==> src/rtl/id_ex_stage_reg_pkg.sv <==
// Shared widths and field-group types for the ID/EX pipeline register.
// Fields are grouped so that each group maps onto one pipe_reg instance.
package id_ex_stage_reg_pkg;

   localparam int REGISTER_LEN      = 32;
   localparam int REG_ADDRESS_LEN   = 4;
   localparam int EXE_CMD_LEN       = 4;
   localparam int SHIFT_OPERAND_LEN = 12;
   localparam int IMM24_LEN         = 24;
   localparam int STATUS_LEN        = 4;

   localparam int DATA_W = 3*REGISTER_LEN + EXE_CMD_LEN + SHIFT_OPERAND_LEN + IMM24_LEN;
   localparam int ADDR_W = 3*REG_ADDRESS_LEN;

   typedef struct packed {
      logic valid;
      logic wbEn;
      logic memREn;
      logic memWEn;
      logic b;
      logic s;
      logic imm;
   } ctrl_t;

endpackage

==> src/rtl/id_ex_stage_reg_pipe_reg.sv <==
// Parameterised enable/clear register with asynchronous active-low reset.
// Clear only takes effect on an enabled edge, so a held register ignores it.
module pipe_reg #(
   parameter int W = 8
) (
   input  logic         clk,
   input  logic         rst,
   input  logic         en_i,
   input  logic         clr_i,
   input  logic [W-1:0] d_i,
   output logic [W-1:0] q_o
);

   logic [W-1:0] data_q;

   always_ff @(posedge clk or negedge rst) begin
      if (!rst) begin
         data_q <= '0;
      end else if (en_i) begin
         data_q <= clr_i ? '0 : d_i;
      end
   end

   assign q_o = data_q;

endmodule

==> src/rtl/id_ex_stage_reg.sv <==
// ID/EX pipeline register: hold, flush-to-bubble, and a pending-flush latch
// that remembers a flush seen while the stage is held.
module id_ex_stage_reg
   import id_ex_stage_reg_pkg::*;
(
   input  logic                         clk,
   input  logic                         rst,
   input  logic                         hold,
   input  logic                         flush,
   input  logic                         valid_in,
   input  logic [REGISTER_LEN-1:0]      pc_in,
   input  logic                         wb_en_in,
   input  logic                         mem_r_en_in,
   input  logic                         mem_w_en_in,
   input  logic                         b_in,
   input  logic                         s_in,
   input  logic                         imm_in,
   input  logic [EXE_CMD_LEN-1:0]       exe_cmd_in,
   input  logic [REGISTER_LEN-1:0]      val_rn_in,
   input  logic [REGISTER_LEN-1:0]      val_rm_in,
   input  logic [SHIFT_OPERAND_LEN-1:0] shift_operand_in,
   input  logic [IMM24_LEN-1:0]         signed_imm_24_in,
   input  logic [REG_ADDRESS_LEN-1:0]   dest_in,
   input  logic [REG_ADDRESS_LEN-1:0]   src1_in,
   input  logic [REG_ADDRESS_LEN-1:0]   src2_in,
   input  logic [STATUS_LEN-1:0]        status_in,
   output logic                         valid_out,
   output logic [REGISTER_LEN-1:0]      pc_out,
   output logic                         wb_en_out,
   output logic                         mem_r_en_out,
   output logic                         mem_w_en_out,
   output logic                         b_out,
   output logic                         s_out,
   output logic                         imm_out,
   output logic [EXE_CMD_LEN-1:0]       exe_cmd_out,
   output logic [REGISTER_LEN-1:0]      val_rn_out,
   output logic [REGISTER_LEN-1:0]      val_rm_out,
   output logic [SHIFT_OPERAND_LEN-1:0] shift_operand_out,
   output logic [IMM24_LEN-1:0]         signed_imm_24_out,
   output logic [REG_ADDRESS_LEN-1:0]   dest_out,
   output logic [REG_ADDRESS_LEN-1:0]   src1_out,
   output logic [REG_ADDRESS_LEN-1:0]   src2_out,
   output logic [STATUS_LEN-1:0]        status_out,
   output logic                         flush_pending
);

   logic              loadEn;
   logic              bubble;
   logic              flushPending_d, flushPending_q;
   ctrl_t             ctrl_d, ctrl_q;
   logic [DATA_W-1:0] data_d, data_q;
   logic [ADDR_W-1:0] addr_d, addr_q;

   assign loadEn = ~hold;
   assign bubble = flush | flushPending_q;

   // An invalid instruction must never carry live control into execute.
   always_comb begin
      ctrl_d       = '0;
      ctrl_d.valid = valid_in;
      if (valid_in) begin
         ctrl_d.wbEn   = wb_en_in;
         ctrl_d.memREn = mem_r_en_in;
         ctrl_d.memWEn = mem_w_en_in;
         ctrl_d.b      = b_in;
         ctrl_d.s      = s_in;
         ctrl_d.imm    = imm_in;
      end
   end

   assign data_d = {pc_in, exe_cmd_in, val_rn_in, val_rm_in, shift_operand_in, signed_imm_24_in};
   assign addr_d = {dest_in, src1_in, src2_in};

   always_comb begin
      flushPending_d = flushPending_q;
      if (hold) begin
         if (flush) flushPending_d = 1'b1;
      end else begin
         flushPending_d = 1'b0;
      end
   end

   always_ff @(posedge clk or negedge rst) begin
      if (!rst) flushPending_q <= 1'b0;
      else      flushPending_q <= flushPending_d;
   end

   pipe_reg #(.W($bits(ctrl_t))) uCtrl (
      .clk(clk), .rst(rst), .en_i(loadEn), .clr_i(bubble), .d_i(ctrl_d), .q_o(ctrl_q)
   );

   pipe_reg #(.W(DATA_W)) uData (
      .clk(clk), .rst(rst), .en_i(loadEn), .clr_i(bubble), .d_i(data_d), .q_o(data_q)
   );

   pipe_reg #(.W(ADDR_W)) uAddr (
      .clk(clk), .rst(rst), .en_i(loadEn), .clr_i(bubble), .d_i(addr_d), .q_o(addr_q)
   );

   pipe_reg #(.W(STATUS_LEN)) uStatus (
      .clk(clk), .rst(rst), .en_i(loadEn), .clr_i(bubble), .d_i(status_in), .q_o(status_out)
   );

   assign valid_out    = ctrl_q.valid;
   assign wb_en_out    = ctrl_q.wbEn;
   assign mem_r_en_out = ctrl_q.memREn;
   assign mem_w_en_out = ctrl_q.memWEn;
   assign b_out        = ctrl_q.b;
   assign s_out        = ctrl_q.s;
   assign imm_out      = ctrl_q.imm;

   assign {pc_out, exe_cmd_out, val_rn_out, val_rm_out, shift_operand_out, signed_imm_24_out} = data_q;
   assign {dest_out, src1_out, src2_out} = addr_q;

   assign flush_pending = flushPending_q;

endmodule

==> config.mk <==
export PLATFORM = sky130hd
export DESIGN_NAME = id_ex_stage_reg
export DESIGN_NICKNAME = d
export VERILOG_FILES = /design/src/rtl/id_ex_stage_reg_pkg.sv /design/src/rtl/id_ex_stage_reg_pipe_reg.sv /design/src/rtl/id_ex_stage_reg.sv
export SDC_FILE = /design/constraint.sdc
export NUM_CORES = 1
export LEC_CHECK = 0
export BUFFER_PORTS_ARGS = -buffer_cell sky130_fd_sc_hd__buf_2
export CAP_MARGIN = 20
export CORE_MARGIN = 8
export CORE_UTILIZATION = 51
export CTS_BUF_LIST = sky130_fd_sc_hd__clkbuf_8 sky130_fd_sc_hd__clkbuf_16
export CTS_CLUSTER_DIAMETER = 150
export DETAILED_ROUTE_END_ITERATION = 8
export GPL_TIMING_DRIVEN = 0
export PLACE_DENSITY_LB_ADDON = 0.25
export SLEW_MARGIN = 20
export SYNTH_ARGS = -nofsm -noshare
export SYNTH_HDL_FRONTEND = slang
export SYNTH_HIERARCHICAL = 1
export SYNTH_SLANG_ARGS = --single-unit
export TNS_END_PERCENT = 1
==> constraint.sdc <==
create_clock -name clk -period 2.8 [get_ports clk]
set_clock_uncertainty 0.15 [all_clocks]
set_input_delay 0.56 -clock clk [delete_from_list [all_inputs] [get_ports clk]]
set_output_delay 0.56 -clock clk [all_outputs]
set_load 0.05 [all_outputs]
==> results.md <==
- Full die area: about 18000 um2
- Fin crit share: a little over two thirds
- Worst hold margin: between 0.2 and 0.25 ns
- Maximum VDD drop: 414.7 uV
- Initial antenna violation count: 4
- Max cap viols: 0
- Clock transition at path regs: approximately 0.06 ns
- Finished Cell Area: around 9500 um2
- Synth Warn #: 6
- Static leakage: 4.876 nW
- Synth-to-Final Area Change: 36.17%
- Drt total wl: 21450 um
- Pwr per Cell Area: ~670 nW/um2
- DRT iter0 DRCs: 312
- Post-CTS resize count: 0
- CP startpoint kind: flop
- Status: finished clean
- Syn avg cell area: around 10 um2
- Vias: between 6000 and 7000
- Syn Std Cell Area: a little under 7000 um2
- Final-report max-slew violation count: 0
- Die Y: 132.8 um
- Placed instance area: 8822 um2
- Max Fclk: ~510 MHz
- Buf+Inv Stages, Crit Path: 2
- Path type of the worst setup path: reg -> reg
- Slew @ Worst Pin: 0.8917 ns
- CTS Root Cell: clkbuf_16
- Critical Path AT: around 2.1 ns
- IO Count: roughly 320
- M3 GR Usage: a little under a tenth
- Nets@finish: 1200
- CTS sink cnt: 160
- I/O Buffers: ~320
- Register bit count reported by yosys: 160
- CTS tree: yes
- GR Util met2: just over 40%
- Placed Cells: ~1200
- Util after Layout: between 70 and 80%
- Place WS: 0.4145 ns
- CTS buffer count: 17
- Worst-path fanout max: 24
- Delay-heaviest family, CP: simple AND/OR/NAND/NOR gates
- Final Wtd Congestion: roughly 0.82
- H-tree levels: 4
- Post-layout min period: around 2.0 ns
- Sequential area share after synthesis: between 50% and 60%
- Grt met1 use: between 20% and 30%
- Longest Clk Path Bufs: 2
- TNS Setup: 0 ns
- Detail-routed via count per cell: ~5.0
- Critical Path End Type: flop
- Vias in the first global route: roughly 6600
- Grt ovf: 0
- Row cnt: 42
- Largest net degree at the start of global routing: 92
- Share of layout cells above drive strength 1: between 30% and 40%
- Clk_lat worst skew: about 0.42 ns
- First-pass GRT wire length: approximately 34000 um
- Initial Utilization: 52.30%
- Core area: approximately 13000 um2
- TritonRoute pass-1 iters: 5
- Hold Vio Cnt, Final: 0
- Layer with the highest usage: met2
- Critical-path top delay cell: or2_1
- Hold Path Class: in -> reg
- Die X: approximately 130 um
- Pwr Total: 6.359 mW
- Total Routing Usage GR: 24.54%
- Hpwl dp: 16300 um
- Post-route insts no fill: about 1200
- Worst slew margin: between 40% and 50%
- Drt wl/cell: 17.47 um
- DRC: 0
- Setup violators final: 0
- RSZ-0062 raised after global routing: false
- Worst EP required: 2.94 ns
- Syn nets: about 860
- Distinct cell type count after synthesis: 12
- Worst-path cell chain: or2_1 > buf_6 > buf_2 > nand3b_1 > o21ai_1
- ANT nets after route: 0
- Post-Synthesis Cells: slightly below 700
- Final worst setup slack: between 0.8 and 0.9 ns
- Crit-path max cell delay: approximately 0.7 ns
==> worst paths after layout <==
path	endpoint	slack (ns)	depth (start not counted)	from
min in group asynchronous	uData/q_o[42]$_DFFE_PN0P_	0.53	2	rst
setup reg to reg	uData/q_o[98]$_DFFE_PN0P_	0.85	5	flush_pending$_DFFE_PN0P_
setup / recovery	uData/q_o[98]$_DFFE_PN0P_	0.85	5	flush_pending$_DFFE_PN0P_
max in group asynchronous	uData/q_o[109]$_DFFE_PN0P_	1.15	3	rst
hold / removal	flush_pending$_DFFE_PN0P_	0.21	2	hold
hold reg to reg	flush_pending$_DFFE_PN0P_	0.35	1	flush_pending$_DFFE_PN0P_
==> logic make-up (layout without fill, tap and decap cells) <==
family          Yosys count  count (layout)  share of synthesized area (%)
compound gates          160             160                          11.55
buf+inv                 208             564                          13.06
flops                   160             160                          57.59
other cells               0               2                              0
simple gates            166             166                          17.80
==> cells in the mapped netlist <==
cell type  instances  area share, %
or2_1              1          0.090
buf_4              2           0.22
nand3b_1         159             17
o21ai_1           44            3.2
and2_1             6           0.54
dfrtp_1          160             58
inv_1            160            8.6
clkbuf_1          15           0.81
o21a_1             1           0.11
buf_2             18            1.3
o21ai_0          115            8.3
buf_6             13            2.1
==> where the power goes <==
group	leakage, nW	switching [mW]	internal [mW]
logic	2.43	0.986	0.357
registers	2.13	0.0873	2.48
clock network	0.313	0.899	1.55
==> worst reg2reg max path, cell delays in order (launching register included) <==
cell,delay [ns]
dfrtp_1,0.36
or2_1,0.70
buf_6,0.24
buf_2,0.19
nand3b_1,0.13
o21ai_1,0.06
==> final cells by class <==
cell class / instances / area [um2]
antenna: 2 / 5.005
multi-input combinational: 326 / 2041
clock inverter: 12 / 163.9
buffer: 48 / 307.8
timing repair buffer: 324 / 1659
clock buffer: 20 / 466.7
sequential: 160 / 4004
tap: 176 / 220.2
inverter: 160 / 600.6
fill: 1031 / 3827
==> flip-flops by register name (all words and copies together) (netlist names) <==
register,flops
flush_pending,1
uStatus/q_o,4
uAddr/q_o,12
uData/q_o,136
uCtrl/q_o,7
==> routing by layer <==
metal  wire, um  up-vias
met2      10530      269
met3       1940       44
met5         27        -
met1       8414     2891
li1           -     2912
met4        536        4
==> cells in the final DEF, fill, tap and decap left out <==
cell / count
o21ai_0: 115
dfrtp_1: 160
clkbuf_8: 3
clkinvlp_4: 2
bufinv_16: 4
nand3b_1: 159
inv_1: 161
buf_2: 339
buf_6: 13
diode_2: 2
o21ai_1: 44
clkbuf_16: 17
and2_1: 6
or2_1: 1
buf_4: 2
clkbuf_1: 15
buf_16: 1
dlygate4sd3_1: 1
o21a_1: 1
clkinv_2: 5
buf_8: 1
==> repair_timing <==
action / 4_1_cts / 5_1_grt
buffers inserted: 0 / 0
hold endpoints to repair: 69 / 0
hold buffers: 1 / 0
(Power assumes the default switching activity.)
